## config.mk

```make
export PLATFORM = sky130hd
export DESIGN_NAME = spi_multi_master
export DESIGN_NICKNAME = d
export VERILOG_FILES = /design/src/rtl/spi_multi_master_pkg.sv /design/src/rtl/spi_multi_master_sclk_gen.sv /design/src/rtl/spi_multi_master.sv
export SDC_FILE = /design/constraint.sdc
export NUM_CORES = 1
export LEC_CHECK = 0
export BUFFER_PORTS_ARGS = -buffer_cell sky130_fd_sc_hd__buf_2
export CAP_MARGIN = 20
export CORE_MARGIN = 1
export CORE_UTILIZATION = 54
export DETAILED_ROUTE_END_ITERATION = 10
export GPL_TIMING_DRIVEN = 1
export PLACE_DENSITY = 0.87
export SYNTH_ARGS = -nofsm -noshare
export SYNTH_HDL_FRONTEND = slang
export SYNTH_SLANG_ARGS = --single-unit
export TNS_END_PERCENT = 30
```

## constraint.sdc

```tcl
create_clock -name clk -period 2.7 [get_ports clk]
set_input_delay 0.27 -clock clk [delete_from_list [all_inputs] [get_ports clk]]
set_output_delay 0.27 -clock clk [all_outputs]
set_load 0.005 [all_outputs]
```

## src/rtl/spi_multi_master_pkg.sv

```systemverilog
// spi_multi_master_pkg: FSM state encodings, widths and a width helper shared by the SPI master.
package spi_multi_master_pkg;
   localparam int NB_W = 8;
   localparam logic [2:0] IDLE    = 3'd0;
   localparam logic [2:0] SETUP   = 3'd1;
   localparam logic [2:0] SHIFT   = 3'd2;
   localparam logic [2:0] HOLD    = 3'd3;
   localparam logic [2:0] DONE    = 3'd4;
   localparam logic [2:0] RELEASE = 3'd5;
   function automatic int clog2(input int v);
      int r;
      r = 0;
      while ((1 << r) < v) r++;
      return (r < 1) ? 1 : r;
   endfunction
endpackage

```

## src/rtl/spi_multi_master_sclk_gen.sv

```systemverilog
// spi_multi_master_sclk_gen: half-period divider producing lead/trail SCK edge strobes and a bit count.
module spi_multi_master_sclk_gen
   import spi_multi_master_pkg::*;
#(
   parameter int CLK_DIV = 30
)(
   input  logic            clk,
   input  logic            rst,
   input  logic            en,
   output logic            lead_edge,
   output logic            trail_edge,
   output logic [NB_W-1:0] bit_cnt
);
   localparam int CW = clog2(CLK_DIV);
   logic [CW-1:0] cnt;
   logic          half;
   logic          wrap;
   assign wrap       = en && cnt == CW'(CLK_DIV - 1);
   assign lead_edge  = wrap && !half;
   assign trail_edge = wrap && half;
   always_ff @(posedge clk or posedge rst) begin
      if (rst) begin
         cnt     <= '0;
         half    <= 1'b0;
         bit_cnt <= '0;
      end else if (!en) begin
         cnt     <= '0;
         half    <= 1'b0;
         bit_cnt <= '0;
      end else if (wrap) begin
         cnt     <= '0;
         half    <= ~half;
         bit_cnt <= half ? bit_cnt + 1'b1 : bit_cnt;
      end else begin
         cnt <= cnt + 1'b1;
      end
   end
endmodule

```

## src/rtl/spi_multi_master.sv

```systemverilog
// spi_multi_master: shared-bus SPI master with one-hot active-low selects, per-transfer length/mode and readback.
module spi_multi_master
   import spi_multi_master_pkg::*;
#(
   parameter int N_DEV    = 4,
   parameter int DW       = 24,
   parameter int CLK_DIV  = 30,
   parameter int CS_SETUP = 16,
   parameter int CS_HOLD  = 16,
   parameter int SEL_W    = clog2(N_DEV)
)(
   input  logic             clk,
   input  logic             rst,
   input  logic             req,
   input  logic [SEL_W-1:0] sel,
   input  logic [NB_W-1:0]  nb,
   input  logic             cpol,
   input  logic             cpha,
   input  logic [DW-1:0]    wr_data,
   output logic             ack,
   output logic             err,
   output logic             busy,
   output logic [DW-1:0]    rd_data,
   output logic             sclk,
   output logic             mosi,
   output logic [N_DEV-1:0] cs_n,
   input  logic [N_DEV-1:0] miso
);
   logic [2:0]       state;
   logic [SEL_W-1:0] sel_q;
   logic [NB_W-1:0]  nb_q, nb_eff, bit_cnt;
   logic             cpha_q, err_q, bad;
   logic [DW-1:0]    sh, aligned;
   logic [15:0]      tmr;
   logic             lead_edge, trail_edge, last, upd, smp, miso_bit;
   logic [N_DEV-1:0] cs_dec;
   spi_multi_master_sclk_gen #(.CLK_DIV(CLK_DIV)) u_sclk_gen (
      .clk(clk), .rst(rst), .en(state == SHIFT),
      .lead_edge(lead_edge), .trail_edge(trail_edge), .bit_cnt(bit_cnt)
   );
   assign nb_eff  = (nb == '0 || 32'(nb) > DW) ? NB_W'(DW) : nb;
   assign aligned = wr_data << (DW - 32'(nb_eff));
   assign bad     = 32'(sel) >= N_DEV;
   assign last    = trail_edge && bit_cnt == nb_q - NB_W'(1);
   assign upd     = cpha_q ? lead_edge : trail_edge && !last;
   assign smp     = cpha_q ? trail_edge : lead_edge;
   assign ack     = state == DONE;
   assign err     = ack && err_q;
   assign busy    = state != IDLE;
   always_comb begin
      cs_dec   = '1;
      miso_bit = 1'b0;
      for (int i = 0; i < N_DEV; i++) begin
         cs_dec[i] = sel != SEL_W'(i);
         miso_bit  = (sel_q == SEL_W'(i)) ? miso[i] : miso_bit;
      end
   end
   always_ff @(posedge clk or posedge rst) begin
      if (rst) begin
         state   <= IDLE;
         sel_q   <= '0;
         nb_q    <= '0;
         cpha_q  <= 1'b0;
         err_q   <= 1'b0;
         sh      <= '0;
         tmr     <= '0;
         rd_data <= '0;
         sclk    <= 1'b0;
         mosi    <= 1'b0;
         cs_n    <= '1;
      end else begin
         case (state)
            IDLE: if (req) begin
               sel_q   <= sel;
               nb_q    <= nb_eff;
               cpha_q  <= cpha;
               err_q   <= bad;
               rd_data <= '0;
               tmr     <= '0;
               state   <= bad ? DONE : SETUP;
               if (!bad) begin
                  cs_n <= cs_dec;
                  sclk <= cpol;
                  sh   <= cpha ? aligned : aligned << 1;
                  mosi <= cpha ? mosi : aligned[DW-1];
               end
            end
            SETUP: begin
               tmr   <= (tmr == 16'(CS_SETUP - 1)) ? '0 : tmr + 1'b1;
               state <= (tmr == 16'(CS_SETUP - 1)) ? SHIFT : SETUP;
            end
            SHIFT: begin
               if (lead_edge || trail_edge) sclk <= ~sclk;
               if (upd) begin
                  mosi <= sh[DW-1];
                  sh   <= sh << 1;
               end
               if (smp) rd_data <= {rd_data[DW-2:0], miso_bit};
               if (last) state <= HOLD;
            end
            HOLD: if (tmr == 16'(CS_HOLD - 1)) begin
               tmr   <= '0;
               state <= DONE;
               cs_n  <= '1;
            end else begin
               tmr <= tmr + 1'b1;
            end
            DONE:    state <= RELEASE;
            RELEASE: state <= req ? RELEASE : IDLE;
            default: state <= IDLE;
         endcase
      end
   end
endmodule

```

Word-level counts from Yosys, hierarchy flattened. Cells that the tools add are included.

Output and inout port bits: 33. Flip-flop bits (word level): 98. Logic and storage cells: 112. Input bits: 43.

Equality and inequality tests: 23. Add/sub/neg operators: 5. Reduce and logical (&&, ||, !) cells: 27. Multiplexer cells: 40. Order comparisons: 1. Shift-type cells: 1. Bitwise operators: 2.

Operators with widths (number): two-way mux 24 bit (5); case mux 24 bit (2 select lines) (2); two-way mux 16 bit (2); two-way mux 8 bit (4); case mux 16 bit (2 select lines) (1); << shifter 24 x 32 -> 24 bit (1); != test 2 bit (second input constant) (11); case mux 3 bit (6 select lines) (1); adder 16 x 1 -> 16 bit (second input constant) (1); equality test 16 x 4 -> 1 bit (second input constant) (1); AND reduction 3 bit (5); two-way mux 1 bit (13); two-way mux 3 bit (4); two-way mux 5 bit (2); subtractor 5 x 8 -> 9 bit (first input constant) (1); adder 8 x 1 -> 8 bit (second input constant) (1); equality test 8 bit (1); greater-than comparator 8 x 5 -> 1 bit (second input constant) (1); logical NOT 8 bit (1); two-way mux 4 bit (2); case mux 4 bit (2 select lines) (1); nonzero test 2 bit (4); subtractor 8 x 1 -> 8 bit (second input constant) (1); equality test 3 x 2 -> 1 bit (second input constant) (2); other kinds (19) (31).

Logic depth before layout (Yosys ltp).
Depth after elaboration: 9. Depth in mapped cells: 15. Depth with buffers taken out: 12.

Hierarchy. A second synthesis with hierarchy kept.

Cells, all modules: 771. Area, all modules: 6651.4 um^2.

By module, submodules not included: spi_multi_master (cells each 699, seq. area each 2107.0 um^2, area each 5957.0 um^2, instances 1); spi_multi_master_sclk_gen (cells each 72, seq. area each 350.3 um^2, area each 694.4 um^2, instances 1).

Worst setup path after synthesis. Ideal clock, no wire load.

Kind: input-to-reg. From: in nb[4]. To: reg sh[21]. Arrival: 3.333 ns. Slack: -0.757 ns. Library setup time: 0.124 ns. Stages on the path: 14. Data required time: 2.576 ns. Buffers on the path: 3. Cell sequence: buf_6 > a2111o_4 > nor2_8 > inv_1 > ha_1 > clkbuf_1 > inv_1 > clkbuf_1 > a221oi_1 > nor3_1 > o22ai_1 > a21oi_1 > o22ai_1 > a211o_1.

Word-level cells in the longest chain between the ends: 8. Elaborated cells on any way between the ends: 9. Classes of those cells: add/sub: 1; order compare: 1; shift: 1; mux: 4; reduce/logical: 2.

Ends and longest elaborated chain: start, declared (line spi_multi_master.sv:16) `input logic [NB_W-1:0] nb,`; greater-than comparator 8 x 5 -> 1 bit / logical NOT 8 bit (equally long branches) (line spi_multi_master.sv:41) `assign nb_eff = (nb == '0 || 32'(nb) > DW) ? NB_W'(DW) : nb;`; logical OR 1 bit (line spi_multi_master.sv:41); two-way mux 8 bit (*) (line spi_multi_master.sv:41); subtractor 5 x 8 -> 9 bit (*) (line spi_multi_master.sv:42) `assign aligned = wr_data << (DW - 32'(nb_eff));`; << shifter 24 x 32 -> 24 bit (*) (line spi_multi_master.sv:42); two-way mux 24 bit (*) (line spi_multi_master.sv:84) `sh <= cpha ? aligned : aligned << 1;`; two-way mux 24 bit (*) (line spi_multi_master.sv:73) `IDLE: if (req) begin`; case mux 24 bit (2 select lines) (*) (line spi_multi_master.sv:72) `case (state)`; end signal, assigned (line spi_multi_master.sv:84); end signal, assigned (line spi_multi_master.sv:96) `sh <= sh << 1;`; end, declared (line spi_multi_master.sv:33) `logic [DW-1:0] sh, aligned;`.

Every way passes the cells marked *; elsewhere a longest branch is shown, timed or not. The select of a mux whose other input is x is not followed. A chain may end at the register's enable or synchronous reset.

Final worst setup path.
From: reg nb_q[0]. To: reg sh[21].

Word-level cells in the longest chain between the ends: 8.

Ends and longest elaborated chain: start, declared (line spi_multi_master.sv:31) `logic [NB_W-1:0] nb_q, nb_eff, bit_cnt;`; start signal, assigned (line spi_multi_master.sv:75) `nb_q <= nb_eff;`; subtractor 8 x 1 -> 8 bit (line spi_multi_master.sv:44) `assign last = trail_edge && bit_cnt == nb_q - NB_W'(1);`; equality test 8 bit (line spi_multi_master.sv:44); logical AND 1 bit (line spi_multi_master.sv:44); logical NOT 1 bit (line spi_multi_master.sv:45) `assign upd = cpha_q ? lead_edge : trail_edge && !last;`; logical AND 1 bit (line spi_multi_master.sv:45); two-way mux 1 bit (line spi_multi_master.sv:45); != test 2 bit (no source line); AND reduction 3 bit (no source line).

Every way passes these cells.

==> impl_results.md <==
* Max FO, Critical Path at 5
* Sw Share at between 30% and 40%
* Synth Area in Compound Gates at 20.4%
* Syn Area/Cell at between 8 and 9 µm²
* Final Util at 69.5%
* Post-route ant nets at 0
* Most instantiated cells after synthesis: nand2_1 (121), dfrtp_1 (94), o21ai_0 (75), nor2_1 (69), clkbuf_1 (37)
* Placer Congestion at roughly 0.91
* Part of the power in registers at between 40% and 50%
* Seq/Total Area, Yosys at a little under two fifths
* CP max stage cell: a2111oi_2
* Clock share of power at 29.4%
* Hold Vio Cnt, Final at 0
* Yosys reg bits at between 90 and 100
* Buf+Inv Stages, Crit Path at 3
* Worst-case clock skew at a little under 10 ps
* Max-Cap Viols at 0
* Overall Power at around 4.5 mW
* Rows at 39
* Most used cell along the critical path: buf_4
* Vias at roughly 6500
* Crit path required time at around 2900 ps
* Final #Nets at approximately 940
* Failing checks: negative setup slack
* Clk_lat worst skew at 350 ps
* Initial drt markers at 737
* WL/cell at around 17 µm
* Grt total ovfl at 0
* Power share of the combinational group at 27.2%
* Total global routing track utilization at 28.1%
* WHS at approximately 19 ps
* Netlist cell types at between 70 and 80
* Cell taking the most area after synthesis: dfrtp_1
* Syn nets at 810
* CTS Sinks at about 100
* Tmin final at 2880 ps
* Largest family of logic cells by synthesized area: simple AND/OR/NAND/NOR gates
* Final WL at between 15000 and 20000 µm
* Max-slew headroom at between 30% and 40%
* CTS tree: built
* H-tree depth at 3
* Starting Density at a little under three fifths
* Final worst setup slack at -182 ps
* Fillers at approximately 860
* Cts bufs inserted at 9
* Ant. Diodes at 0
* Die Height at approximately 110 µm
* Synth top area share at roughly 36%
* Layout cells sized above 1 at 27.9%
* CP Capture Type: flop
* DP Area at 0.00757 mm²
* FFs w/ async S/R, synth at 100%
* Die width at ~110 µm
* Clk slew on worst S/H paths at 70 ps
* Post-Synth Adder-Cell Area at about 1.1%
* Pint at 3.06 mW
* Final Cycle Share at 107%
* Fmax at 0.347 GHz
* Vias in the first global route at 6116
* Mux contribution to synthesized area at between 10% and 20%
* Synth Area in XOR/XNOR at 2.79%
* Layout area overhead at 23.1%
* Final Slew Violations at 0
* Design Area, Final at about 0.0081 mm²
* Net Sw Power at around 1.5 mW
* Worst-margin pin slew at 988 ps
* Drt first pass iters at 5
* Ys Warns at 0
* PwrDens at approximately 560 mW/mm²
* Synth area leaders: dfrtp_1 (36%), nand2_1 (6.9%), o21ai_0 (5.7%)
* Post-Syn Instances at 761
* Top-count cell post-synth: nand2_1
* Tightest Hold Check Type: in -> async
* Status: finished, violations left
* Count of final setup violators at 19
* RSZ-0062 raised after global routing: true
* Leak at 3.54 nW
* Peak supply drop at 0.315 mV
* IO Pins at between 70 and 80
* TNS Setup at -1450 ps
* Largest net degree at the start of global routing at 49
* IO Port Bufs at 74
* Arr. time, crit path at roughly 3100 ps
* DPL Wire Length at ~12000 µm
* Synth Area in Simple Gates at around 23%
* Number of synthesized flops with an enable pin at 0
* Placeable Area at approximately 0.012 mm²
* Crit path max-delay family: compound AO/OA/AOI/OAI gates
* Clock root cell: clkbuf_16
* DRC viols at 0
* Die area at roughly 0.013 mm²
* Post-Syn Area at ~0.0066 mm²
* Vias per cell at roughly 6.3
* Most common flop cell mapped by yosys: dfrtp_1
* Clock buffer depth at 2
* Initial antenna violation count at 0
* Worst stage delay on the critical path at roughly 420 ps
* Global-route wire length before repair at roughly 29000 µm
* Crit path cell chain: inv_1, ha_2, nor2b_4, a21o_1, a21oi_1, a2111oi_2, o31a_1, buf_4, o31ai_4, buf_4, and3_1, a211o_1
* Startpoint class of the critical path: flop
* R2R Setup Slk at -180 ps
* Type of the worst setup path: reg -> reg
-- per-layer routing --
metal,wire (µm),track usage [%],vias to the layer above,part of all wire [%]
met5,0,0,-,0
met4,473,13.0,0,2.7
met3,1160,4.16,49,6.5
met2,8750,46.5,305,49
met1,7370,36.8,3113,42
li1,-,-,3014,-
-- layout make-up --
class                           count  area [µm²]  area share, %
Multi-Input combinational cell    595        4000           49.3
Sequential cell                    98        2460           30.3
Timing Repair Buffer              164        1090           13.4
Clock buffer                        9         225           2.78
Tap cell                          143         179           2.21
Clock inverter                      7        87.6           1.08
Inverter                           18        73.8          0.911
-- registers in the layout, indices dropped and copies added (netlist names) --
signal	count
cpha_q	1
cs_n	4
mosi	1
nb_q	8
rd_data	24
sclk	1
sel_q	2
sh	24
state	3
tmr	16
u_sclk_gen.bit_cnt	8
u_sclk_gen.cnt	5
u_sclk_gen.half	1
-- path summary, 6_finish.rpt --
path,from,endpoint,cells after the start
max,nb_q[0],sh[21],12
min,rst,tmr[9],2
max reg2reg,nb_q[0],sh[21],12
min reg2reg,sh[12],sh[12],2
max in group asynchronous,rst,cs_n[1],3
min in group clk,sel[1],cs_n[3],2
-- cells in the final DEF (no fill, tap or decap), types with 4 or more instances in the layout --
cell / synthesis / final
nor2_1: 69 / 65
mux4_2: 14 / 16
nor3_1: 14 / 11
ha_1: 6 / 4
nand2_1: 121 / 121
nor2b_1: 7 / 6
a41oi_1: 4 / 4
o21ai_0: 75 / 69
inv_1: 18 / 15
xor2_1: 15 / 15
dfrtp_1: 94 / 94
or3_1: 5 / 5
nand2b_1: 10 / 10
clkinv_4: 0 / 4
buf_2: 4 / 74
and3_1: 18 / 18
a221oi_1: 7 / 6
dfstp_2: 4 / 4
a211o_1: 7 / 7
a21oi_1: 29 / 29
and2_1: 11 / 11
buf_6: 3 / 4
a211oi_1: 7 / 7
a22oi_1: 4 / 4
buf_4: 2 / 84
mux2_2: 4 / 4
xnor2_1: 6 / 6
nand3_1: 23 / 23
nand3b_1: 5 / 5
clkbuf_16: 0 / 9
o22ai_1: 16 / 15
nand4_1: 6 / 6
mux2i_1: 27 / 25
o221ai_1: 4 / 4
nor4_1: 9 / 8
o211ai_1: 4 / 4
a31oi_1: 10 / 8
o21ai_1: 5 / 10
-- kinds of logic (layout without fill, tap and decap cells) --
logic type	Yosys count	count (layout)
simple gates	316	316
compound gates	204	204
flops	98	98
buf+inv	68	198
mux	47	47
xor+xnor	21	21
fa+ha+maj	6	6
other cells	1	1
-- stage by stage --
| step | setup slack, ps | cells |
|---|---|---|
| 4_1_cts | 6.85 | 1024 |
| 3_3_place_gp | -330 | 1007 |
| 2_1_floorplan | -296 | 761 |
| 5_1_grt | -224 | 1034 |
| 3_5_place_dp | -461 | 1007 |
| 6_report | -182 | 1034 |
-- power by group through the flow --
| stage | combinational [mW] | sequential, mW | clock, mW |
|---|---|---|---|
| floorplan | 0.780 | 1.93 | 0 |
| global placement | 1.08 | 1.97 | 0 |
| detailed placement | 1.12 | 1.99 | 0 |
| CTS | 1.16 | 1.96 | 1.34 |
| global route | 1.35 | 2.01 | 1.39 |
| finish | 1.23 | 1.97 | 1.34 |
-- repair_timing --
action                     CTS  global route
hold buffers                 0             0
cloned                       0             0
resized for setup            9            23
setup buffers                1            10
setup endpoints to repair   23            25
pin swaps                    0            11
(Power assumes the default switching activity.)
